$ cat config.mk
export PLATFORM = sky130hd
export DESIGN_NAME = udma_adc_scan_ctrl
export DESIGN_NICKNAME = d
export VERILOG_FILES = /design/src/rtl/udma_adc_scan_ctrl.sv
export SDC_FILE = /design/constraint.sdc
export NUM_CORES = 1
export LEC_CHECK = 0
export ABC_AREA = 1
export BUFFER_PORTS_ARGS = -buffer_cell sky130_fd_sc_hd__buf_4
export CAP_MARGIN = 20
export CORE_ASPECT_RATIO = 1.1
export CORE_MARGIN = 4
export CORE_UTILIZATION = 52
export CTS_CLUSTER_DIAMETER = 30
export DETAILED_ROUTE_END_ITERATION = 8
export GPL_ROUTABILITY_DRIVEN = 0
export PLACE_DENSITY = 0.8
export SLEW_MARGIN = 25
export SYNTH_ARGS = -nofsm -noshare
export SYNTH_HDL_FRONTEND = slang
export SYNTH_SLANG_ARGS = --single-unit
$ cat constraint.sdc
create_clock -name sys_clk_i -period 1.7 [get_ports sys_clk_i]
set_input_delay 0.085 -clock sys_clk_i [delete_from_list [all_inputs] [get_ports sys_clk_i]]
set_output_delay 0.085 -clock sys_clk_i [all_outputs]
set_load 0.02 [all_outputs]
$ cat src/rtl/udma_adc_scan_ctrl.sv
// ---------------------------------------------------------------------------
// udma_adc_scan_ctrl
//
// Conversion scheduler for the uDMA ADC receive path. A period timer
// raises a scan trigger. Each scan walks the enabled-channel mask from the
// lowest set bit upwards. For each channel the block selects the channel,
// pulses a conversion start and waits for the synchronised done strobe.
// It then presents the channel-tagged sample to the uDMA RX stream through
// a valid/ready handshake. The channel is dropped if the ADC does not
// answer within TIMEOUT cycles.
//
// Ports
//   sys_clk_i, rst_ni     clock, synchronous active-low reset
//   cfg_en_i              scan enable (level); low holds the timer at 0
//   cfg_single_i          1: one scan per enable, 0: periodic scans
//   cfg_ch_mask_i         enabled channels, latched at scan start
//   cfg_period_i          trigger period minus 1, in cycles
//   cfg_err_clr_i         clears both sticky error flags
//   adc_ch_sel_o          channel select, stable while a channel is active
//   adc_start_o           one-cycle conversion start pulse
//   adc_done_i            one-cycle conversion-done strobe (synchronised)
//   adc_data_i            sample, valid in the adc_done_i cycle
//   data_rx_o             {channel[7:0], zero pad, sample}
//   data_rx_valid_o       sample available to uDMA
//   data_rx_ready_i       uDMA accepts sample
//   busy_o                scan in progress (state is not IDLE)
//   scan_done_o           one-cycle pulse at the end of each scan
//   err_timeout_o         sticky: a conversion timed out
//   err_overrun_o         sticky: a trigger arrived while scanning
// ---------------------------------------------------------------------------
module udma_adc_scan_ctrl #(
    parameter int NUM_CH         = 4,
    parameter int ADC_DATA_WIDTH = 16,
    parameter int TIMER_WIDTH    = 16,
    parameter int TIMEOUT        = 255
) (
    input  logic                        sys_clk_i,
    input  logic                        rst_ni,
    input  logic                        cfg_en_i,
    input  logic                        cfg_single_i,
    input  logic [NUM_CH-1:0]           cfg_ch_mask_i,
    input  logic [TIMER_WIDTH-1:0]      cfg_period_i,
    input  logic                        cfg_err_clr_i,
    output logic [$clog2(NUM_CH)-1:0]   adc_ch_sel_o,
    output logic                        adc_start_o,
    input  logic                        adc_done_i,
    input  logic [ADC_DATA_WIDTH-1:0]   adc_data_i,
    output logic [31:0]                 data_rx_o,
    output logic                        data_rx_valid_o,
    input  logic                        data_rx_ready_i,
    output logic                        busy_o,
    output logic                        scan_done_o,
    output logic                        err_timeout_o,
    output logic                        err_overrun_o
);

    localparam int CH_W = $clog2(NUM_CH);
    localparam int TO_W = $clog2(TIMEOUT + 1);

    typedef enum logic [2:0] {
        S_IDLE,
        S_START,
        S_WAIT,
        S_PUSH,
        S_NEXT
    } state_e;

    state_e                   state_q, state_d;
    logic [TIMER_WIDTH-1:0]   timer_q, timer_d;
    logic [NUM_CH-1:0]        mask_q, mask_d;
    logic [CH_W-1:0]          ptr_q, ptr_d;
    logic [TO_W-1:0]          to_cnt_q, to_cnt_d;
    logic [31:0]              data_q, data_d;
    logic                     err_to_q, err_to_d;
    logic                     err_ov_q, err_ov_d;
    logic                     single_done_q, single_done_d;

    logic                     trig;
    logic                     to_set;
    logic [CH_W-1:0]          first_idx, next_idx;
    logic                     first_ok, next_ok;
    logic [31:0]              rx_word;

    // ---------------------------------------------------------------------
    // Period timer: counts 0..cfg_period_i, trigger on the terminal count.
    // ---------------------------------------------------------------------
    assign trig = cfg_en_i && (timer_q == cfg_period_i);

    always_comb begin
        if (!cfg_en_i || trig) begin
            timer_d = '0;
        end else begin
            timer_d = timer_q + TIMER_WIDTH'(1);
        end
    end

    // ---------------------------------------------------------------------
    // Channel search. Iterating downwards leaves the lowest qualifying
    // index in the result.
    // ---------------------------------------------------------------------
    always_comb begin
        // NOTE: every combinational output gets a default before any branch,
        // otherwise a path that skips the assignment infers a latch.
        first_idx = '0;
        first_ok  = 1'b0;
        next_idx  = '0;
        next_ok   = 1'b0;
        for (int i = NUM_CH - 1; i >= 0; i--) begin
            if (cfg_ch_mask_i[i]) begin
                first_idx = CH_W'(i);
                first_ok  = 1'b1;
            end
            if (mask_q[i] && (i > int'(ptr_q))) begin
                next_idx = CH_W'(i);
                next_ok  = 1'b1;
            end
        end
    end

    // Channel tag in [31:24], sample in the low bits, zero in between.
    always_comb begin
        rx_word                      = '0;
        rx_word[31:24]               = 8'(ptr_q);
        rx_word[ADC_DATA_WIDTH-1:0]  = adc_data_i;
    end

    // ---------------------------------------------------------------------
    // Scan FSM: next state and outputs.
    // ---------------------------------------------------------------------
    always_comb begin
        state_d         = state_q;
        mask_d          = mask_q;
        ptr_d           = ptr_q;
        to_cnt_d        = to_cnt_q;
        data_d          = data_q;
        to_set          = 1'b0;
        // The single-scan lockout is released as soon as enable is seen low.
        single_done_d   = cfg_en_i ? single_done_q : 1'b0;
        adc_start_o     = 1'b0;
        data_rx_valid_o = 1'b0;
        scan_done_o     = 1'b0;

        case (state_q)
            S_IDLE: begin
                if (trig && first_ok && !(cfg_single_i && single_done_q)) begin
                    mask_d  = cfg_ch_mask_i;
                    ptr_d   = first_idx;
                    state_d = S_START;
                end
            end
            S_START: begin
                adc_start_o = 1'b1;
                to_cnt_d    = '0;
                state_d     = cfg_en_i ? S_WAIT : S_IDLE;
            end
            S_WAIT: begin
                if (!cfg_en_i) begin
                    state_d = S_IDLE;
                end else if (adc_done_i) begin
                    data_d  = rx_word;
                    state_d = S_PUSH;
                end else if (to_cnt_q == TO_W'(TIMEOUT)) begin
                    to_set  = 1'b1;
                    state_d = S_NEXT;
                end else begin
                    to_cnt_d = to_cnt_q + TO_W'(1);
                end
            end
            S_PUSH: begin
                // Valid is held until accepted, even if enable drops.
                data_rx_valid_o = 1'b1;
                if (data_rx_ready_i) begin
                    state_d = cfg_en_i ? S_NEXT : S_IDLE;
                end
            end
            S_NEXT: begin
                if (next_ok) begin
                    ptr_d   = next_idx;
                    state_d = S_START;
                end else begin
                    scan_done_o = 1'b1;
                    state_d     = S_IDLE;
                    if (cfg_single_i && cfg_en_i) begin
                        single_done_d = 1'b1;
                    end
                end
            end
            default: state_d = S_IDLE;
        endcase
    end

    // Sticky flags: a set in the same cycle as a clear wins.
    always_comb begin
        err_to_d = to_set ? 1'b1 : (cfg_err_clr_i ? 1'b0 : err_to_q);
        err_ov_d = (trig && (state_q != S_IDLE)) ? 1'b1
                 : (cfg_err_clr_i ? 1'b0 : err_ov_q);
    end

    // ---------------------------------------------------------------------
    // State registers
    // ---------------------------------------------------------------------
    always_ff @(posedge sys_clk_i) begin
        // NOTE: sequential state uses non-blocking assignments so every
        // register samples pre-edge values regardless of statement order.
        if (!rst_ni) begin
            state_q       <= S_IDLE;
            timer_q       <= '0;
            mask_q        <= '0;
            ptr_q         <= '0;
            to_cnt_q      <= '0;
            // NOTE: the sample register is reset even though it is only
            // read while valid, because data_rx_o must read 0 after reset.
            data_q        <= '0;
            err_to_q      <= 1'b0;
            err_ov_q      <= 1'b0;
            single_done_q <= 1'b0;
        end else begin
            state_q       <= state_d;
            timer_q       <= timer_d;
            mask_q        <= mask_d;
            ptr_q         <= ptr_d;
            to_cnt_q      <= to_cnt_d;
            data_q        <= data_d;
            err_to_q      <= err_to_d;
            err_ov_q      <= err_ov_d;
            single_done_q <= single_done_d;
        end
    end

    assign adc_ch_sel_o  = ptr_q;
    assign data_rx_o     = data_q;
    assign busy_o        = (state_q != S_IDLE);
    assign err_timeout_o = err_to_q;
    assign err_overrun_o = err_ov_q;

endmodule

Word level (Yosys, flattened, before mapping)
Cells that the tools add are included.

storage, ports and cells
  logic and storage cells = 97
  input bits = 43
  output and inout bits = 40
  register bits = 54

cells by class
  bitwise gates (word level) = 1
  add/subtract/negate cells = 2
  muxes and demuxes = 45
  reduce and logical (&&, ||, !) cells = 24
  magnitude comparators = 3
  eq/ne operators = 13

operators with widths
  cell                     count
  $mux W8                  3
  $mux W1                  23
  $mux W2                  10
  $mux W3                  6
  $add A16 B1 Y16 const B  1
  $eq A16 B16 Y1           1
  $pmux W8 S2              1
  $pmux W3 S5              1
  $ne A2 B2 Y1 const B     6
  $logic_and A1 B1 Y1      9
  $reduce_and A3 Y1        3
  $add A8 B1 Y8 const B    1
  $eq A8 B8 Y1 const B     1
  $reduce_bool A2 Y1       4
  $eq A3 B2 Y1 const B     2
  $gt A2 B2 Y1 const A     2
  $ne A4 B4 Y1 const B     1
  $pmux W2 S2              1
  $reduce_and A4 Y1        1
  $eq A3 B1 Y1 const B     1
  $eq A3 B3 Y1 const B     1
  $logic_not A3 Y1         1
  $reduce_bool A3 Y1       1
  $gt A1 B2 Y1 const A     1
  other kinds (5)          6

Depth between registers and ports, before layout
  depth after elaboration = 8
  gate-level depth with buffers = 12

Worst setup path after synthesis
OpenSTA, ideal clock, no wires.

  path type = register to register
  start = reg state_q[0]
  end = reg to_cnt_q[2]
  stages on the path, launching flop included = 9
  buffers on the path = 0
  library setup time = 0.070 ns
  arrival time = 1.526 ns
  setup slack = 0.104 ns
  data required time = 1.630 ns
  path through = dfxtp_1 > inv_1 > nor3_1 > inv_1 > nand2_2 > o21ai_4 > inv_2 > nand2_1 > a21oi_1

between the ends
  longest elaborated chain between the ends = 3
  elaborated cells on any way between the ends = 8

RTL lines
  element                                                       line  text
  start: declaration                                            68    state_e state_q, state_d;
  start signal: assignment                                      218   state_q <= state_d;
  $eq A3 B2 Y1 or $eq A3 B1 Y1 (tied branches)                  143   case (state_q)
  $ne A2 B2 Y1 (no line) or $reduce_bool A2 Y1 (tied branches)  -
  $reduce_and A4 Y1 (no line)                                   -
  end signal: assignment                                        222   to_cnt_q <= to_cnt_d;
  end: declaration                                              72    logic [TO_W-1:0] to_cnt_q, to_cnt_d;

Parallel ways exist; a longest one is shown, timed or not.
A chain may end at the register's enable or synchronous reset.

Worst setup path after layout
  start = reg state_q[1]
  end = out scan_done_o

between the ends
  longest elaborated chain between the ends = 2

RTL lines
  element           line  text
  $eq A3 B3 Y1      143
  $mux W1           143
  end: declaration  52    output logic scan_done_o,

Every way passes these cells.

==> impl_metrics.env <==
export IMPL_cts_path_max_buffers=2
export IMPL_drive_above_1_share_pct=29.88
export IMPL_maxCapViolCount=0
export IMPL_final_area_sq_um=3660
export IMPL_worstSkewPairLatency_ps=300
export IMPL_arrival_ps=1560
export IMPL_critPathMaxStageDelay_ps=320
export IMPL_synth_top_area_share_pct=36.69
export IMPL_final_period_utilization_pct=96.60
export IMPL_start_util_pct=53.59
export IMPL_synth_area_sq_um=2892
export IMPL_fp_dieW_um=79.10
export IMPL_synthMuxAreaShare_pct=0
export IMPL_drcViolationCount=0
export IMPL_path_delay_family="simple AND/OR/NAND/NOR gates"
export IMPL_num_vias=2798
export IMPL_crit_path_cell_trace="inv_1, nand2_1, nor2_2, nand2_1, nor2_2, buf_4"
export IMPL_via_per_inst=4.849
export IMPL_cts_root_buffer="clkbuf_8"
export IMPL_slew_viol_final=0
export IMPL_dp_cells=564
export IMPL_wl_per_cell_um=11.54
export IMPL_core_area_sq_um=5395
export IMPL_cts_num_sinks=53
export IMPL_ys_async_sr_fraction_pct=0
export IMPL_power_mw=2.179
export IMPL_drt_wl_total_mm=6.658
export IMPL_drtIter0Drc=137
export IMPL_ys_ff_latch=53
export IMPL_path_max_fanout=4
export IMPL_ant_nets=0
export IMPL_synth_compound_area_share_pct=10.60
export IMPL_yosys_area_share_simple_pct=36.52
export IMPL_synth_edff_count=0
export IMPL_num_antenna_cells=0
export IMPL_grt_pass1_wl_mm=10.74
export IMPL_drt_first_pass_iters=7
export IMPL_fin_hold_ws_ps=20.19
export IMPL_layout_common_cells="nand2_1, nor2_1, buf_4"
export IMPL_gr_total_overflow=0
export IMPL_ys_seq_area_share_pct=36.69
export IMPL_rows=28
export IMPL_htreeDepth=2
export IMPL_die_h_um=86.21
export IMPL_antenna_found_initial=0
export IMPL_netlist_top_cell_by_area="dfxtp_1"
export IMPL_grt_max_degree=28
export IMPL_nNetsFinal=546
export IMPL_clkTransAtPathRegs_ps=100
export IMPL_grt_pass1_vias=2609
export IMPL_yosys_area_share_xor_xnor_pct=3.029
export IMPL_synth_fa_ha_area_share_pct=0.8654
export IMPL_cpMaxStageDelayCell="dfxtp_1"
export IMPL_stdcell_count=577
export IMPL_rsz0062_at_grt="yes"
export IMPL_crit_type="flip-flop to output port"
export IMPL_synth_flop_cell="dfxtp_1"
export IMPL_yosysWarningCount=0
export IMPL_leakagePower_nw=1.654
export IMPL_dieArea_sq_um=6819
export IMPL_yosys_cell_types_count=36
export IMPL_synth_top_family_by_area="simple AND/OR/NAND/NOR gates"
export IMPL_cts_buffers=5
export IMPL_placed_area_sq_um=3442
export IMPL_cts_tree="done"
export IMPL_nFillCells=502
export IMPL_finalSetupViolations=0
export IMPL_max_vdd_ir_drop_mv=0.5969
export IMPL_grt_use_total_pct=19.26
export IMPL_syn_area_per_cell_sq_um=6.820
export IMPL_finalCriticalPeriod_ps=1642
export IMPL_status="complete, no violations"
export IMPL_hold_viol=0
export IMPL_synth_area_top_cells="dfxtp_1, nand2_1, nor2_1"
export IMPL_end_kind="output port"
export IMPL_fmax_ghz=0.6089
export IMPL_final_common_cell="nand2_1"
export IMPL_io_pins=83
export IMPL_port_buffers=68
export IMPL_hpwl_mm=4.982
export IMPL_p_per_area_nw_per_um2=595.5
export IMPL_clock_skew_ps=5.331
export IMPL_holdCritPathClass="input pin to flip-flop"
export IMPL_netlist_instances=424
export IMPL_syn2layout_area_growth_pct=26.57
export IMPL_cp_required_ps=1620
export IMPL_utilization_pct=67.83
export IMPL_crit_buf_inv=2
export IMPL_cp_start_kind="flip-flop"
kinds of logic (layout without fill, tap and decap cells):
kind of cell,Yosys count,after routing
other,1,14
adders and majority gates,2,2
xor gates and xnor gates,10,10
AOI/OAI and AO/OA,58,59
DFF,53,53
buffers and inverters,78,141
and+or+nand+nor,222,223
metal layers:
| layer | global-route usage, % | up-vias | wire length, um |
|---|---|---|---|
| met1 | 22.53 | 1237 | 2779 |
| li1 | - | 1462 | - |
| met5 | 0 | - | 0 |
| met3 | 6.445 | 11 | 542 |
| met2 | 33.15 | 88 | 3215 |
| met4 | 6.250 | 0 | 120 |
Yosys cell counts (all sizes together), types with 3 or more instances:
library cell and number:
xnor2 3, nand2 92, xor2 7, o21ai 32, nor3 12, clkbuf 4, nand3 16, a21oi 23
nand4 8, dfxtp 53, nor4 3, nor2 89, inv 57, buf 16
path summary, 6_finish.rpt:
path,from,slack [ps],depth (start not counted),to
max,state_q[1],60,6,scan_done_o
min,adc_data_i[4],20,3,data_rx_o[4]
max reg2reg,timer_q[1],90,10,timer_q[12]
min reg2reg,single_done_q,460,2,single_done_q
registers in the layout, indices dropped and copies added (netlist names):
signal	cells
data_rx_o	18
state_q	3
adc_ch_sel_o	2
single_done_q	1
err_overrun_o	1
mask_q	3
err_timeout_o	1
to_cnt_q	8
timer_q	16
power breakdown:
group          internal, mW  switching, mW
Clock                 0.293          0.427
Sequential             1.24        0.00277
Combinational        0.0966          0.118
worst min-delay path: cells and delay by family:
family          cells  cell delay, ps
compound gates      1              70
buf+inv             1              70
simple gates        1              70
cell type report:
| cell class | instances | area [sq um] | share of cell area, % |
|---|---|---|---|
| tap | 75 | 93.84 | 2.564 |
| clock buffer | 5 | 68.82 | 1.880 |
| inverter | 58 | 219.0 | 5.983 |
| sequential | 53 | 1074 | 29.33 |
| timing repair buffer | 75 | 563.0 | 15.38 |
| clock inverter | 3 | 21.27 | 0.5812 |
| multi-input combinational | 308 | 1620 | 44.27 |
through the flow:
stage | TNS, ps | setup slack (ps)
4_1_cts | 0 | 37.22
6_report | 0 | 57.74
3_3_place_gp | 0 | 105.7
3_5_place_dp | 0 | 60.45
2_1_floorplan | 0 | 103.8
5_1_grt | -144.3 | -64.81
timing repair:
item	4_1_cts	5_1_grt
endpoints found under the hold margin	0	0
buffers inserted	0	3
gates resized for setup	0	25
hold buffers	0	0
endpoints found under the setup margin	0	22
Note: power is estimated with default switching activity, not from simulation.
